===== src/rtl/oclib_uart_pkg.sv =====
// oclib_uart_pkg: shared UART error vector layout
package oclib_uart_pkg;
  localparam int ErrorWidth = 3;
  localparam int ErrorFraming = 0;
  localparam int ErrorBreak = 1;
  localparam int ErrorOverflow = 2;
endpackage


===== src/rtl/oclib_uart_rx_filter.sv =====
// oclib_uart_rx_filter: synchronizes the async rx pin and deglitches it into a filtered line
module oclib_uart_rx_filter #(
  parameter int SyncCycles = 3,
  parameter int DeglitchCycles = 3
) (
  input  logic clock,
  input  logic reset,
  input  logic rx,
  output logic line
);
  localparam int DW = $clog2(DeglitchCycles + 1);
  logic [SyncCycles-1:0] sync;
  logic [DW-1:0] run;
  logic diff, flip;
  assign diff = sync[SyncCycles-1] != line;
  assign flip = diff && run == DW'(DeglitchCycles - 1);
  always_ff @(posedge clock)
    if (reset) begin
      sync <= '1;
      run <= '0;
      line <= 1'b1;
    end else begin
      sync <= {sync[SyncCycles-2:0], rx};
      run <= diff && !flip ? run + 1'b1 : '0;
      line <= flip ? sync[SyncCycles-1] : line;
    end
endmodule


===== src/rtl/oclib_uart_rx.sv =====
// oclib_uart_rx: 8N1 UART receiver with filtered input, byte FIFO and error pulses
module oclib_uart_rx
  import oclib_uart_pkg::*;
#(
  parameter int ClockHz = 100_000_000,
  parameter int Baud = 115200,
  parameter int SyncCycles = 3,
  parameter int DeglitchCycles = 3,
  parameter int FifoDepth = 4
) (
  input  logic                  clock,
  input  logic                  reset,
  input  logic                  rx,
  output logic [7:0]            outData,
  output logic                  outValid,
  input  logic                  outReady,
  output logic [ErrorWidth-1:0] error,
  output logic                  active
);
  localparam int CyclesPerBit = (ClockHz + Baud / 2) / Baud;
  localparam int HalfBit = CyclesPerBit / 2;
  localparam int CW = $clog2(CyclesPerBit);
  localparam int AW = $clog2(FifoDepth);
  typedef enum logic [2:0] {IDLE, START, DATA, STOP, WAIT_IDLE} state_t;
  state_t state, state_n;
  logic line, tick, push, push_ok, pop, full, frm, brk, ovf;
  logic [CW-1:0] cnt;
  logic [2:0] idx;
  logic [7:0] shift;
  logic [7:0] mem [FifoDepth];
  logic [AW-1:0] wp, rp;
  logic [AW:0] fill;
  logic [ErrorWidth-1:0] err_n;
  if (CyclesPerBit < 8) begin : g_rate
    $error("oclib_uart_rx: CyclesPerBit %0d is below 8", CyclesPerBit);
  end
  oclib_uart_rx_filter #(
    .SyncCycles(SyncCycles),
    .DeglitchCycles(DeglitchCycles)
  ) u_filter (
    .clock(clock),
    .reset(reset),
    .rx(rx),
    .line(line)
  );
  assign tick = cnt == '0;
  assign outValid = fill != '0;
  assign outData = outValid ? mem[rp] : 8'h00;
  always_ff @(posedge clock) state <= reset ? IDLE : state_n;
  always_comb begin
    state_n = state;
    case (state)
      IDLE:      if (!line) state_n = START;
      START:     if (tick) state_n = line ? IDLE : DATA;
      DATA:      if (tick && idx == 3'd7) state_n = STOP;
      STOP:      if (tick) state_n = line ? IDLE : WAIT_IDLE;
      WAIT_IDLE: if (line) state_n = IDLE;
      default:   state_n = IDLE;
    endcase
  end
  always_comb begin
    active = state == START || state == DATA || state == STOP;
    push = state == STOP && tick && line;
    brk = state == STOP && tick && !line && shift == 8'h00;
    frm = state == STOP && tick && !line && shift != 8'h00;
    pop = outValid && outReady;
    full = fill == (AW+1)'(FifoDepth);
    push_ok = push && (!full || pop);
    ovf = push && full && !pop;
    err_n = '0;
    err_n[ErrorFraming] = frm;
    err_n[ErrorBreak] = brk;
    err_n[ErrorOverflow] = ovf;
  end
  always_ff @(posedge clock)
    if (reset) begin
      cnt <= '0;
      idx <= '0;
      shift <= '0;
    end else begin
      cnt <= state == IDLE ? CW'(HalfBit - 1) :
             tick && (state == START || state == DATA) ? CW'(CyclesPerBit - 1) :
             tick ? cnt : cnt - 1'b1;
      idx <= state == DATA ? idx + {2'b00, tick} : '0;
      shift <= state == DATA && tick ? {line, shift[7:1]} : shift;
    end
  always_ff @(posedge clock)
    if (reset) begin
      wp <= '0;
      rp <= '0;
      fill <= '0;
      error <= '0;
    end else begin
      wp <= wp + AW'(push_ok);
      rp <= rp + AW'(pop);
      fill <= fill + (AW+1)'(push_ok) - (AW+1)'(pop);
      error <= err_n;
    end
  always_ff @(posedge clock) if (push_ok) mem[wp] <= shift;
endmodule

===== config.mk =====
export PLATFORM = sky130hd
export DESIGN_NAME = oclib_uart_rx
export DESIGN_NICKNAME = d
export VERILOG_FILES = /design/src/rtl/oclib_uart_pkg.sv /design/src/rtl/oclib_uart_rx_filter.sv /design/src/rtl/oclib_uart_rx.sv
export SDC_FILE = /design/constraint.sdc
export NUM_CORES = 1
export LEC_CHECK = 0
export ABC_AREA = 1
export BUFFER_PORTS_ARGS = -buffer_cell sky130_fd_sc_hd__buf_2
export CELL_PAD_IN_SITES_DETAIL_PLACEMENT = 0
export CELL_PAD_IN_SITES_GLOBAL_PLACEMENT = 1
export CORE_MARGIN = 1
export CORE_UTILIZATION = 25
export CTS_BUF_LIST = sky130_fd_sc_hd__clkbuf_8
export CTS_CLUSTER_SIZE = 20
export DETAILED_ROUTE_END_ITERATION = 7
export PLACE_DENSITY_LB_ADDON = 0.2
export SYNTH_ARGS = -nofsm -noshare
export SYNTH_HDL_FRONTEND = slang
export SYNTH_HIERARCHICAL = 1
export SYNTH_SLANG_ARGS = --single-unit

===== constraint.sdc =====
create_clock -name clock -period 6.7 [get_ports clock]
set_input_delay 0.335 -clock clock [delete_from_list [all_inputs] [get_ports clock]]
set_output_delay 0.335 -clock clock [all_outputs]
set_load 0.02 [all_outputs]

==> reports/qor.txt <==
slowest cell on the critical path: nor3_1
combinational share of power: 40.0%
Syn Area/Cell: 9.16 um2
Buffers on Ports: 16
gr ovfl total: 0
syn nets: 359
fraction of layout cells with a size suffix above 1: 14.9%
post-cts sizing count: 0
I/O pin count: 17
Largest delay share family, worst path: simple AND/OR/NAND/NOR gates
maxcap violations: 0
Area Growth Syn to Fin: 13.4%
nets@finish: 378
final cycle utilization of the critical path: 40.7%
commonest cells in the synthesized netlist: nor2_1, dfxtp_1, nand2_1
sw frac: 43.3%
PD cells: 414 nW/um2
main flop type after synthesis: dfxtp_1
setup TNS: 0 ns
Skew-Pair Late Insertion Delay: 0.34 ns
Relative slew margins: 28.4%
most frequent cell after synthesis: nor2_1
first-pass GRT wire length: 11,100 um
crit-path max cell delay: 0.84 ns
vias in the first global route: 2,250
WL per Instance: 12.4 um
sequential power share: 38.3%
DRC Markers: 0
most frequent cell on the critical path: nand3_2
met2 Use GR: 19.6%
cts bufs inserted: 9
EDFF count, synth: 32
die width: 115 um
Synth Instances: 346
Net Switching: 644 uW
mapped cell area: 3170 um2
ranking of synthesized cells by area: edfxtp_1, dfxtp_1, nor2_1
Reg2Reg Setup Slack: 3.98 ns
nature of the critical path startpoint: flip-flop
Worst-path clk slew: 0.08 ns
arrival time worst endpoint: 2.68 ns
Ant. Diodes: 0
WP data required: 6.66 ns
worst-case vdd ir drop: 0.162 mV
drt pass-1 iters: 4
Slew Viols, Final: 0
DR iter-0 viols: 93
area share of the largest cell type after synthesis: 30.3%
Core Area: 12,200 um2
root buf cell: clkbuf_8
post-route ant nets: 0
Peak Freq: 367 MHz
CTS Hold Buffers Added: 0
Final Skew: 0.0120 ns
Rows: 40
routability cong.: 0.762
GRT met1 Usage: 13.4%
WHS: 0.168 ns
Initial Util: 26.1%
Worst Max-Slew Pin Slew: 1.07 ns
GRT Max-Usage Layer: met2
crit end category: flip-flop
CP max FO: 12
RSZ-0062 raised after global routing: no
H-tree lvl count: 3
final hold viol count: 0
minimum clock period: 2.72 ns
Die Y: 115 um
antenna violations before repair: 0
dpl hpwl: 4700 um
final setup fails: 0
Yosys reg bits: 72
register area share after synthesis: 55.6%
TritonCTS clock tree: done
Async SR Flop Fraction: 0%
clock power share: 21.7%
status: completed
Routed WL: 6690 um
met3 global-route usage: 2.17%
largest net degree at the start of global routing: 20
Die ar.: 13,100 um2
post-synth top area cell: edfxtp_1
Yosys warning total: 6
clock sink count: 72
CP Cell Sequence: inv_1 -> ha_1 -> nand2_1 -> nor2_2 -> nand3_2 -> inv_2 -> nand3_2 -> nor3_1
Lkg Pwr: 0.00142 uW
CTS max path bufs: 2
Unique masters post-synth: 31
Worst Setup Path Type: flip-flop to flip-flop
All-Layer GR Usage: 11.2%
routed vias/inst: 4.15
# Post-CTS Setup Buffers: 0
Hold WC Path Type: input port to flip-flop
vias post-DR: 2,234
worst path bufs/invs: 2
internal power: 843 uW
## final timing paths
check,from,end,depth (start not counted)
worst max-delay path,cnt[0],mem[3][0],8
worst min register to register,u_filter/run[0],u_filter/run[0],1
worst min-delay path,rx,u_filter/sync[0],2
worst max register to register,cnt[0],mem[3][0],8
## layer usage
| metal | share of wire (%) | wire length (um) | vias to the layer above |
|---|---|---|---|
| li1 | - | - | 1183 |
| met1 | 48 | 3230 | 1019 |
| met2 | 48 | 3210 | 23 |
| met3 | 2.5 | 167 | 9 |
| met4 | 1.3 | 90 | 0 |
| met5 | 0 | 0 | - |
## through the flow
stage               util, %  power [uW]  instances  area, um2  setup WS, ns
floorplan                 -        1030        346       3170          4.45
global placement       28.0        1190        522       3410          4.05
detailed placement     28.0        1180        522       3410          3.93
CTS                    29.6        1510        538       3590          3.92
global route           29.6        1610        538       3590          3.69
finish                 29.6        1490        538       3590          3.98
## area by class of cell
cell class                      count  area (um2)
Sequential cell                    72        1760
Inverter                           44         165
Tap cell                          168         210
Clock inverter                      7        60.1
Fill cell                        1293        8570
Timing Repair Buffer               16        80.1
Clock buffer                        9         124
Multi-Input combinational cell    222        1190
## worst reg2reg max path, cell delays in order, from the launching register on
cell and delay, ns:
dfxtp_1 0.32, inv_1 0.09, ha_1 0.24, nand2_1 0.09
nor2_2 0.11, nand3_2 0.27, inv_2 0.24, nand3_2 0.14
nor3_1 0.84
## power by group through the flow
| stage | Combinational, uW | Clock, uW | Sequential, uW |
|---|---|---|---|
| 5_1_grt | 678 | 356 | 581 |
| 2_1_floorplan | 476 | 0 | 552 |
| 6_report | 595 | 322 | 570 |
| 3_5_place_dp | 602 | 0 | 580 |
| 4_1_cts | 606 | 337 | 570 |
| 3_3_place_gp | 605 | 0 | 582 |
## placed cells by master (no fill, tap or decap), types with 5 or more instances in the layout
master,netlist,routed
ha_1,8,8
nand3_1,16,16
clkbuf_8,0,9
a21oi_1,21,21
edfxtp_1,32,32
nand4_1,7,7
dfxtp_1,40,40
nor3_1,9,9
buf_2,3,16
nor2_1,64,64
nand2_1,40,40
nand3_2,5,5
o21ai_0,24,24
inv_1,39,39
## logic make-up after synthesis
kind of cell / after synthesis / synth area share (%)
compound gates: 52 / 8.96
xor+xnor: 8 / 2.21
fa+ha+maj: 9 / 3.79
buf+inv: 52 / 6.75
flops: 72 / 55.6
simple gates: 153 / 22.7
## flip-flops by register name, summed over array words and instances, names as in the netlist
signal	cells
idx	3
state	3
mem	32
cnt	10
fill	3
shift	8
u_filter/line	1
rp	2
u_filter/run	2
wp	2
error	3
u_filter/sync	3
(Power assumes the default switching activity.)
